**config.mk**
```make
export PLATFORM = sky130hd
export DESIGN_NAME = spi_slave
export DESIGN_NICKNAME = d
export VERILOG_FILES = /design/src/rtl/spi_slave.sv
export SDC_FILE = /design/constraint.sdc
export NUM_CORES = 1
export LEC_CHECK = 0
export CAP_MARGIN = 10
export CORE_MARGIN = 2
export CORE_UTILIZATION = 60
export DETAILED_ROUTE_END_ITERATION = 10
export PLACE_DENSITY_LB_ADDON = 0.12
export SKIP_LAST_GASP = 1
export SYNTH_ARGS = -nofsm -noshare
export SYNTH_HDL_FRONTEND = slang
export SYNTH_SLANG_ARGS = --single-unit
```
**constraint.sdc**
```tcl
create_clock -name i_clk -period 11.4 [get_ports i_clk]
set_clock_uncertainty 0.2 [all_clocks]
set_input_delay 2.28 -clock i_clk [delete_from_list [all_inputs] [get_ports i_clk]]
set_output_delay 2.28 -clock i_clk [all_outputs]
set_load 0.02 [all_outputs]
```
**src/rtl/spi_slave.sv**
```systemverilog
`default_nettype none
// ============================================================================
// Module   : spi_slave
// Purpose  : SPI target. Oversamples SCLK/SS_n/MOSI with the system clock,
//            deserialises MOSI into right-justified words and serialises a
//            transmit holding register onto MISO. Character length, bit
//            order and receive/transmit SCLK edges are configurable per frame.
// Revision : 1.0 - initial release
// ============================================================================
module spi_slave #(
    parameter int SYNC_STAGES = 2,   // must be >= 2
    parameter int MAX_LEN     = 32
) (
    input  logic               i_clk,
    input  logic               i_rst_n,
    input  logic               i_sclk,
    input  logic               i_ss_n,
    input  logic               i_mosi,
    output logic               o_miso,
    output logic               o_miso_oe,
    input  logic [4:0]         i_len,
    input  logic               i_lsb,
    input  logic               i_rx_negedge,
    input  logic               i_tx_negedge,
    input  logic [MAX_LEN-1:0] i_tx_data,
    input  logic               i_tx_valid,
    output logic               o_tx_ready,
    output logic [MAX_LEN-1:0] o_rx_data,
    output logic               o_rx_valid,
    output logic               o_tx_underrun,
    output logic               o_busy
);

    localparam int c_CW = $clog2(MAX_LEN + 1);   // bit counter width
    localparam int c_IW = $clog2(MAX_LEN);       // bit index width

    localparam logic [0:0] c_ST_IDLE   = 1'b0;
    localparam logic [0:0] c_ST_ACTIVE = 1'b1;

    // Synchroniser chains and one extra stage for edge detection
    logic [SYNC_STAGES-1:0] r_sclk_sync;
    logic [SYNC_STAGES-1:0] r_ss_sync;
    logic [SYNC_STAGES-1:0] r_mosi_sync;
    logic                   r_sclk_d;
    logic                   r_ss_d;

    // Latched frame configuration
    logic [4:0]             r_len;
    logic                   r_lsb;
    logic                   r_rx_neg;
    logic                   r_tx_neg;

    // Datapath and control state
    logic [0:0]             r_state;
    logic [MAX_LEN-1:0]     r_hold;
    logic                   r_hold_full;
    logic [MAX_LEN-1:0]     r_tx_sr;
    logic [MAX_LEN-1:0]     r_rx_sr;
    logic [c_CW-1:0]        r_cnt;
    logic                   r_sampled;
    logic                   r_word_done;
    logic [MAX_LEN-1:0]     r_rx_data;
    logic                   r_rx_valid;
    logic                   r_underrun;

    logic                   w_s_sclk;
    logic                   w_s_ss_n;
    logic                   w_s_mosi;
    logic                   w_sclk_rise;
    logic                   w_sclk_fall;
    logic                   w_ss_fall;
    logic                   w_ss_rise;
    logic                   w_rx_edge;
    logic                   w_tx_edge;
    logic                   w_active;
    logic [4:0]             w_cfg_len;
    logic                   w_cfg_lsb;
    logic [c_CW-1:0]        w_len_bits;
    logic [c_CW-1:0]        w_pad;
    logic [c_CW-1:0]        w_cnt_inc;
    logic                   w_word_end;
    logic                   w_rx_act;
    logic                   w_tx_act;
    logic                   w_load;
    logic                   w_tx_shift;
    logic                   w_underrun;
    logic [MAX_LEN-1:0]     w_load_src;
    logic [MAX_LEN-1:0]     w_load_word;
    logic [MAX_LEN-1:0]     w_rx_next;

    assign w_s_sclk    = r_sclk_sync[SYNC_STAGES-1];
    assign w_s_ss_n    = r_ss_sync[SYNC_STAGES-1];
    assign w_s_mosi    = r_mosi_sync[SYNC_STAGES-1];
    assign w_sclk_rise = w_s_sclk & ~r_sclk_d;
    assign w_sclk_fall = ~w_s_sclk & r_sclk_d;
    assign w_ss_fall   = ~w_s_ss_n & r_ss_d;
    assign w_ss_rise   = w_s_ss_n & ~r_ss_d;
    assign w_rx_edge   = r_rx_neg ? w_sclk_fall : w_sclk_rise;
    assign w_tx_edge   = r_tx_neg ? w_sclk_fall : w_sclk_rise;
    assign w_active    = (r_state == c_ST_ACTIVE);

    // The load at frame start must already use the configuration being latched
    assign w_cfg_len   = w_ss_fall ? i_len : r_len;
    assign w_cfg_lsb   = w_ss_fall ? i_lsb : r_lsb;
    assign w_len_bits  = (w_cfg_len == 5'd0) ? c_CW'(MAX_LEN) : c_CW'(w_cfg_len);
    assign w_pad       = c_CW'(MAX_LEN) - w_len_bits;

    assign w_cnt_inc   = r_cnt + c_CW'(1);
    assign w_rx_act    = w_active & ~w_ss_rise & w_rx_edge;
    assign w_word_end  = w_rx_act & (w_cnt_inc == w_len_bits);
    // A transmit edge only counts once the current bit has been sampled
    assign w_tx_act    = w_active & ~w_ss_rise & w_tx_edge & (r_sampled | w_rx_edge);
    assign w_load      = (~w_active & w_ss_fall) | (w_tx_act & r_word_done);
    assign w_tx_shift  = w_tx_act & ~r_word_done;

    assign w_load_src  = r_hold_full ? r_hold : (i_tx_valid ? i_tx_data : '0);
    assign w_underrun  = ~r_hold_full & ~i_tx_valid;
    // MSB-first words are left-justified so the first bit is always the top bit
    assign w_load_word = w_cfg_lsb ? w_load_src : (w_load_src << w_pad);

    // Next receive shift value: MSB-first shifts in at bit 0, LSB-first writes bit r_cnt
    always_comb begin
        w_rx_next = r_rx_sr;
        if (r_lsb) begin
            w_rx_next[r_cnt[c_IW-1:0]] = w_s_mosi;
        end else begin
            w_rx_next = {r_rx_sr[MAX_LEN-2:0], w_s_mosi};
        end
    end

    // Pad synchronisers; SS_n idles high so reset does not fake a frame start
    always_ff @(posedge i_clk or negedge i_rst_n) begin
        if (!i_rst_n) begin
            r_sclk_sync <= '0;
            r_ss_sync   <= '1;
            r_mosi_sync <= '0;
            r_sclk_d    <= 1'b0;
            r_ss_d      <= 1'b1;
        end else begin
            r_sclk_sync <= {r_sclk_sync[SYNC_STAGES-2:0], i_sclk};
            r_ss_sync   <= {r_ss_sync[SYNC_STAGES-2:0], i_ss_n};
            r_mosi_sync <= {r_mosi_sync[SYNC_STAGES-2:0], i_mosi};
            r_sclk_d    <= w_s_sclk;
            r_ss_d      <= w_s_ss_n;
        end
    end

    // Frame configuration captured at the start of each frame
    always_ff @(posedge i_clk or negedge i_rst_n) begin
        if (!i_rst_n) begin
            r_len    <= 5'd0;
            r_lsb    <= 1'b0;
            r_rx_neg <= 1'b0;
            r_tx_neg <= 1'b0;
        end else if (w_ss_fall) begin
            r_len    <= i_len;
            r_lsb    <= i_lsb;
            r_rx_neg <= i_rx_negedge;
            r_tx_neg <= i_tx_negedge;
        end
    end

    // Transmit holding register and transmit shift register
    always_ff @(posedge i_clk or negedge i_rst_n) begin
        if (!i_rst_n) begin
            r_hold      <= '0;
            r_hold_full <= 1'b0;
            r_tx_sr     <= '0;
            r_underrun  <= 1'b0;
        end else begin
            r_underrun <= 1'b0;
            if (w_load) begin
                r_hold_full <= 1'b0;
                r_tx_sr     <= w_load_word;
                r_underrun  <= w_underrun;
            end else begin
                if (i_tx_valid && !r_hold_full) begin
                    r_hold      <= i_tx_data;
                    r_hold_full <= 1'b1;
                end
                if (w_tx_shift) begin
                    r_tx_sr <= r_lsb ? (r_tx_sr >> 1) : (r_tx_sr << 1);
                end
            end
        end
    end

    // IDLE/ACTIVE control, receive assembly and word completion
    always_ff @(posedge i_clk or negedge i_rst_n) begin
        if (!i_rst_n) begin
            r_state     <= c_ST_IDLE;
            r_cnt       <= '0;
            r_rx_sr     <= '0;
            r_sampled   <= 1'b0;
            r_word_done <= 1'b0;
            r_rx_data   <= '0;
            r_rx_valid  <= 1'b0;
        end else begin
            r_rx_valid <= 1'b0;
            case (r_state)
                c_ST_IDLE: begin
                    r_cnt       <= '0;
                    r_rx_sr     <= '0;
                    r_sampled   <= 1'b0;
                    r_word_done <= 1'b0;
                    if (w_ss_fall) begin
                        r_state <= c_ST_ACTIVE;
                    end
                end
                c_ST_ACTIVE: begin
                    if (w_ss_rise) begin
                        // Abort or normal end: partial word is dropped
                        r_state     <= c_ST_IDLE;
                        r_cnt       <= '0;
                        r_rx_sr     <= '0;
                        r_sampled   <= 1'b0;
                        r_word_done <= 1'b0;
                    end else begin
                        if (w_tx_act) begin
                            r_sampled <= 1'b0;
                        end else if (w_rx_act) begin
                            r_sampled <= 1'b1;
                        end
                        if (w_word_end) begin
                            r_word_done <= 1'b1;
                        end else if (w_tx_act && r_word_done) begin
                            r_word_done <= 1'b0;
                        end
                        if (w_rx_act) begin
                            if (w_word_end) begin
                                r_rx_data  <= w_rx_next;
                                r_rx_valid <= 1'b1;
                                r_cnt      <= '0;
                                r_rx_sr    <= '0;
                            end else begin
                                r_cnt   <= w_cnt_inc;
                                r_rx_sr <= w_rx_next;
                            end
                        end
                    end
                end
                default: r_state <= c_ST_IDLE;
            endcase
        end
    end

    assign o_miso        = w_active & (r_lsb ? r_tx_sr[0] : r_tx_sr[MAX_LEN-1]);
    assign o_miso_oe     = w_active;
    assign o_busy        = w_active;
    assign o_tx_ready    = ~r_hold_full;
    assign o_rx_data     = r_rx_data;
    assign o_rx_valid    = r_rx_valid;
    assign o_tx_underrun = r_underrun;

endmodule
`default_nettype wire

```
==> flow_metrics.env <==
export IMPL_hold_path_class="flip-flop to flip-flop"
export IMPL_setup_viol=0
export IMPL_tightestPinTransition_ns=1.14
export IMPL_tritoncts="done"
export IMPL_cts_buffers=17
export IMPL_cap_viol_max_count=0
export IMPL_drt_iter0_markers=951
export IMPL_drive_above_1_share_pct=12.4
export IMPL_coreArea_mm2=0.0164
export IMPL_fillers=1281
export IMPL_drtPass1Iterations=6
export IMPL_wl_met2_mm=13.8
export IMPL_place_congestion=1.03
export IMPL_powerDensity_mw_per_mm2=187
export IMPL_die_w_um=133
export IMPL_synth_seq_cells=156
export IMPL_syn_to_final_growth_pct=14.7
export IMPL_pin_count=84
export IMPL_dp_hpwl_mm=19.3
export IMPL_wl_per_cell_um=21.7
export IMPL_required_ns=11.55
export IMPL_fin_nets=1103
export IMPL_antenna_cells=0
export IMPL_synth_warnings=0
export IMPL_fin_tns_setup_ns=0
export IMPL_clock_latency_ns=0.44
export IMPL_start_kind="input pin"
export IMPL_num_rows=47
export IMPL_power_mw=2.14
export IMPL_synth_net_count=1071
export IMPL_peakVddDrop_v=0.000123
export IMPL_grt_pass1_vias=8511
export IMPL_async_reset_ff_share_pct=100
export IMPL_fin_crit_ns=6.42
export IMPL_synthTopCellsByArea="dfrtp_1 38%, mux2i_1 8.1%, mux2_2 5.0%, a22o_1 4.7%, mux2_1 4.2%"
export IMPL_cp_end_kind="flip-flop"
export IMPL_wl_mm=27.9
export IMPL_critPathArrivalTime_ns=6.57
export IMPL_synth_cell_types=67
export IMPL_cts_hold_buf=0
export IMPL_leakagePower_nw=5.05
export IMPL_grt_pass1_wl_mm=45.7
export IMPL_timing_final_crit_share_pct=56.4
export IMPL_track_usage_pct=32.9
export IMPL_wl_met1_mm=11.1
export IMPL_yosysMostFrequentCell="dfrtp_1"
export IMPL_io_buffers=83
export IMPL_cts_buffer_depth=2
export IMPL_synth_edf_count=0
export IMPL_yosys_area_top_type="dfrtp_1"
export IMPL_seq_area_frac_synth_pct=39.2
export IMPL_synthTopCellsByCount="153 x dfrtp_1, 86 x nand2_1, 81 x mux2i_1, 80 x nor2_1, 75 x a21oi_1"
export IMPL_maxSlewHeadroom_pct=22.7
export IMPL_synth_flop_cell="dfrtp_1"
export IMPL_clock_fmax_mhz=156
export IMPL_num_vias=8584
export IMPL_htreeDepth=4
export IMPL_grt_max_degree=102
export IMPL_initial_core_util_pct=60.7
export IMPL_status="finished clean"
export IMPL_drtAntennaViolNets=0
export IMPL_slew_violations=0
export IMPL_clk_pin_slew_ns=0.07
export IMPL_cts_setup_buffers=0
export IMPL_dieArea_mm2=0.0177
export IMPL_syn_cell_area_mm2=0.00996
export IMPL_via_per_inst=6.68
export IMPL_critPathMaxFanout=38
export IMPL_routed_top_layer="met4"
export IMPL_antenna_found_initial=0
export IMPL_avgSynthCellArea_um2=9.77
export IMPL_route_met3_wl_mm=1.69
export IMPL_rsz0062_at_grt="false"
export IMPL_hold_viol=0
export IMPL_netlist_area_leader_share_pct=38.4
export IMPL_die_height_um=133
export IMPL_finish_utilization_pct=69.6
export IMPL_synth_cells=1020
export IMPL_grt_overflow_total=0
export IMPL_cts_resized=0
export IMPL_worstSetupPathType="input pin to flip-flop"
export IMPL_cts_num_sinks=156
export IMPL_drc_errors=0
export IMPL_cts_root_buf="clkbuf_16"
==> worst paths after layout <==
kind                                               start                   endpoint  slack [ns]  cells after the start
worst max-delay path                            i_len[0]       r_cnt[3]$_DFFE_PN0P_        4.98                     15
worst max register to register          r_ss_d$_DFF_PN1_       r_cnt[3]$_DFFE_PN0P_        5.97                     14
worst min-delay path            r_sclk_sync[0]$_DFF_PN0_   r_sclk_sync[1]$_DFF_PN0_        0.15                      0
max in group asynchronous                        i_rst_n            r_lsb$_DFF_PN0_        7.85                      2
min in group asynchronous                        i_rst_n  o_rx_data[31]$_DFFE_PN0P_        1.72                      1
worst min register to register  r_sclk_sync[0]$_DFF_PN0_   r_sclk_sync[1]$_DFF_PN0_        0.15                      0
==> registers in the layout, indices dropped and copies added (netlist names) <==
name           cells
r_ss_d             1
r_hold_full        1
r_sclk_sync        2
r_mosi_sync        2
r_sampled          1
o_rx_valid         1
o_busy             1
r_ss_sync          2
r_tx_neg           1
o_rx_data         32
r_sclk_d           1
r_hold            32
r_len              5
r_cnt              6
r_lsb              1
r_word_done        1
o_tx_underrun      1
r_rx_neg           1
r_tx_sr           32
r_rx_sr           32
==> per-stage QoR <==
step	hold slack (ns)	instances	area (µm²)	worst slack [ns]
2_1_floorplan	0.131	1020	9960	6.05
3_3_place_gp	0.132	1253	10800	4.60
3_5_place_dp	0.135	1253	10800	4.54
4_1_cts	0.150	1285	11400	4.97
5_1_grt	0.163	1285	11400	4.64
6_report	0.149	1285	11400	4.98
==> layout make-up <==
cell class / count / area (µm²) / area share [%]
repair buffers: 99 / 952 / 8.34
multi-input cells: 763 / 5630 / 49.3
flip-flops and latches: 156 / 3910 / 34.2
clock buffers: 19 / 443 / 3.88
inverters: 15 / 56.3 / 0.493
well taps: 220 / 275 / 2.41
clock inverters: 13 / 154 / 1.35
==> logic make-up (layout without fill, tap and decap cells) <==
group / Yosys count / in the layout / share of synthesized area, %
buffers and inverters: 101 / 146 / 4.38
muxes: 181 / 181 / 21.5
DFF: 156 / 156 / 39.2
AOI/OAI and AO/OA: 308 / 308 / 21.5
and+or+nand+nor: 262 / 262 / 12.1
xor gates and xnor gates: 6 / 6 / 0.528
adders and majority gates: 6 / 6 / 0.728
==> worst max-delay path, stage by stage <==
cell,delay [ns]
clkdlybuf4s50_1,0.41
and3b_1,0.22
a21o_1,0.19
inv_1,0.06
ha_1,0.30
or4b_4,0.52
a32o_1,0.27
buf_4,0.26
o21ai_0,0.19
mux2_1,0.15
a311o_2,0.74
and2_1,0.23
buf_4,0.37
a41oi_1,0.17
a31oi_1,0.19
==> where the power goes <==
part	total [mW]	switching [mW]	internal [mW]
clock network	0.587	0.252	0.335
registers	0.749	0.0851	0.664
logic	0.802	0.467	0.334
total	2.14	0.805	1.33
==> routing by layer <==
layer	up-vias	track usage, %
met5	-	0
met4	0	16.6
met3	103	6.93
met2	381	55.6
met1	4218	39.9
li1	3882	-
==> cells in the final DEF (no fill, tap or decap), drive strengths merged, types with 3 or more instances in the layout <==
master / n
a211oi: 11
a21o: 10
a21oi: 77
a221oi: 16
a22o: 53
a22oi: 25
a311oi: 5
a31oi: 6
a32o: 3
and2: 4
and3: 6
and3b: 3
buf: 17
clkbuf: 19
clkdlybuf4s50: 82
dfrtp: 153
dfstp: 3
ha: 5
inv: 22
mux2: 81
mux2i: 82
mux4: 18
nand2: 86
nand2b: 11
nand3: 25
nand4: 6
nor2: 81
nor2b: 14
nor3: 19
o2111ai: 3
o211ai: 11
o21a: 3
o21ai: 53
o221ai: 5
o31ai: 10
xnor2: 6
Note: power is estimated with default switching activity, not from simulation.
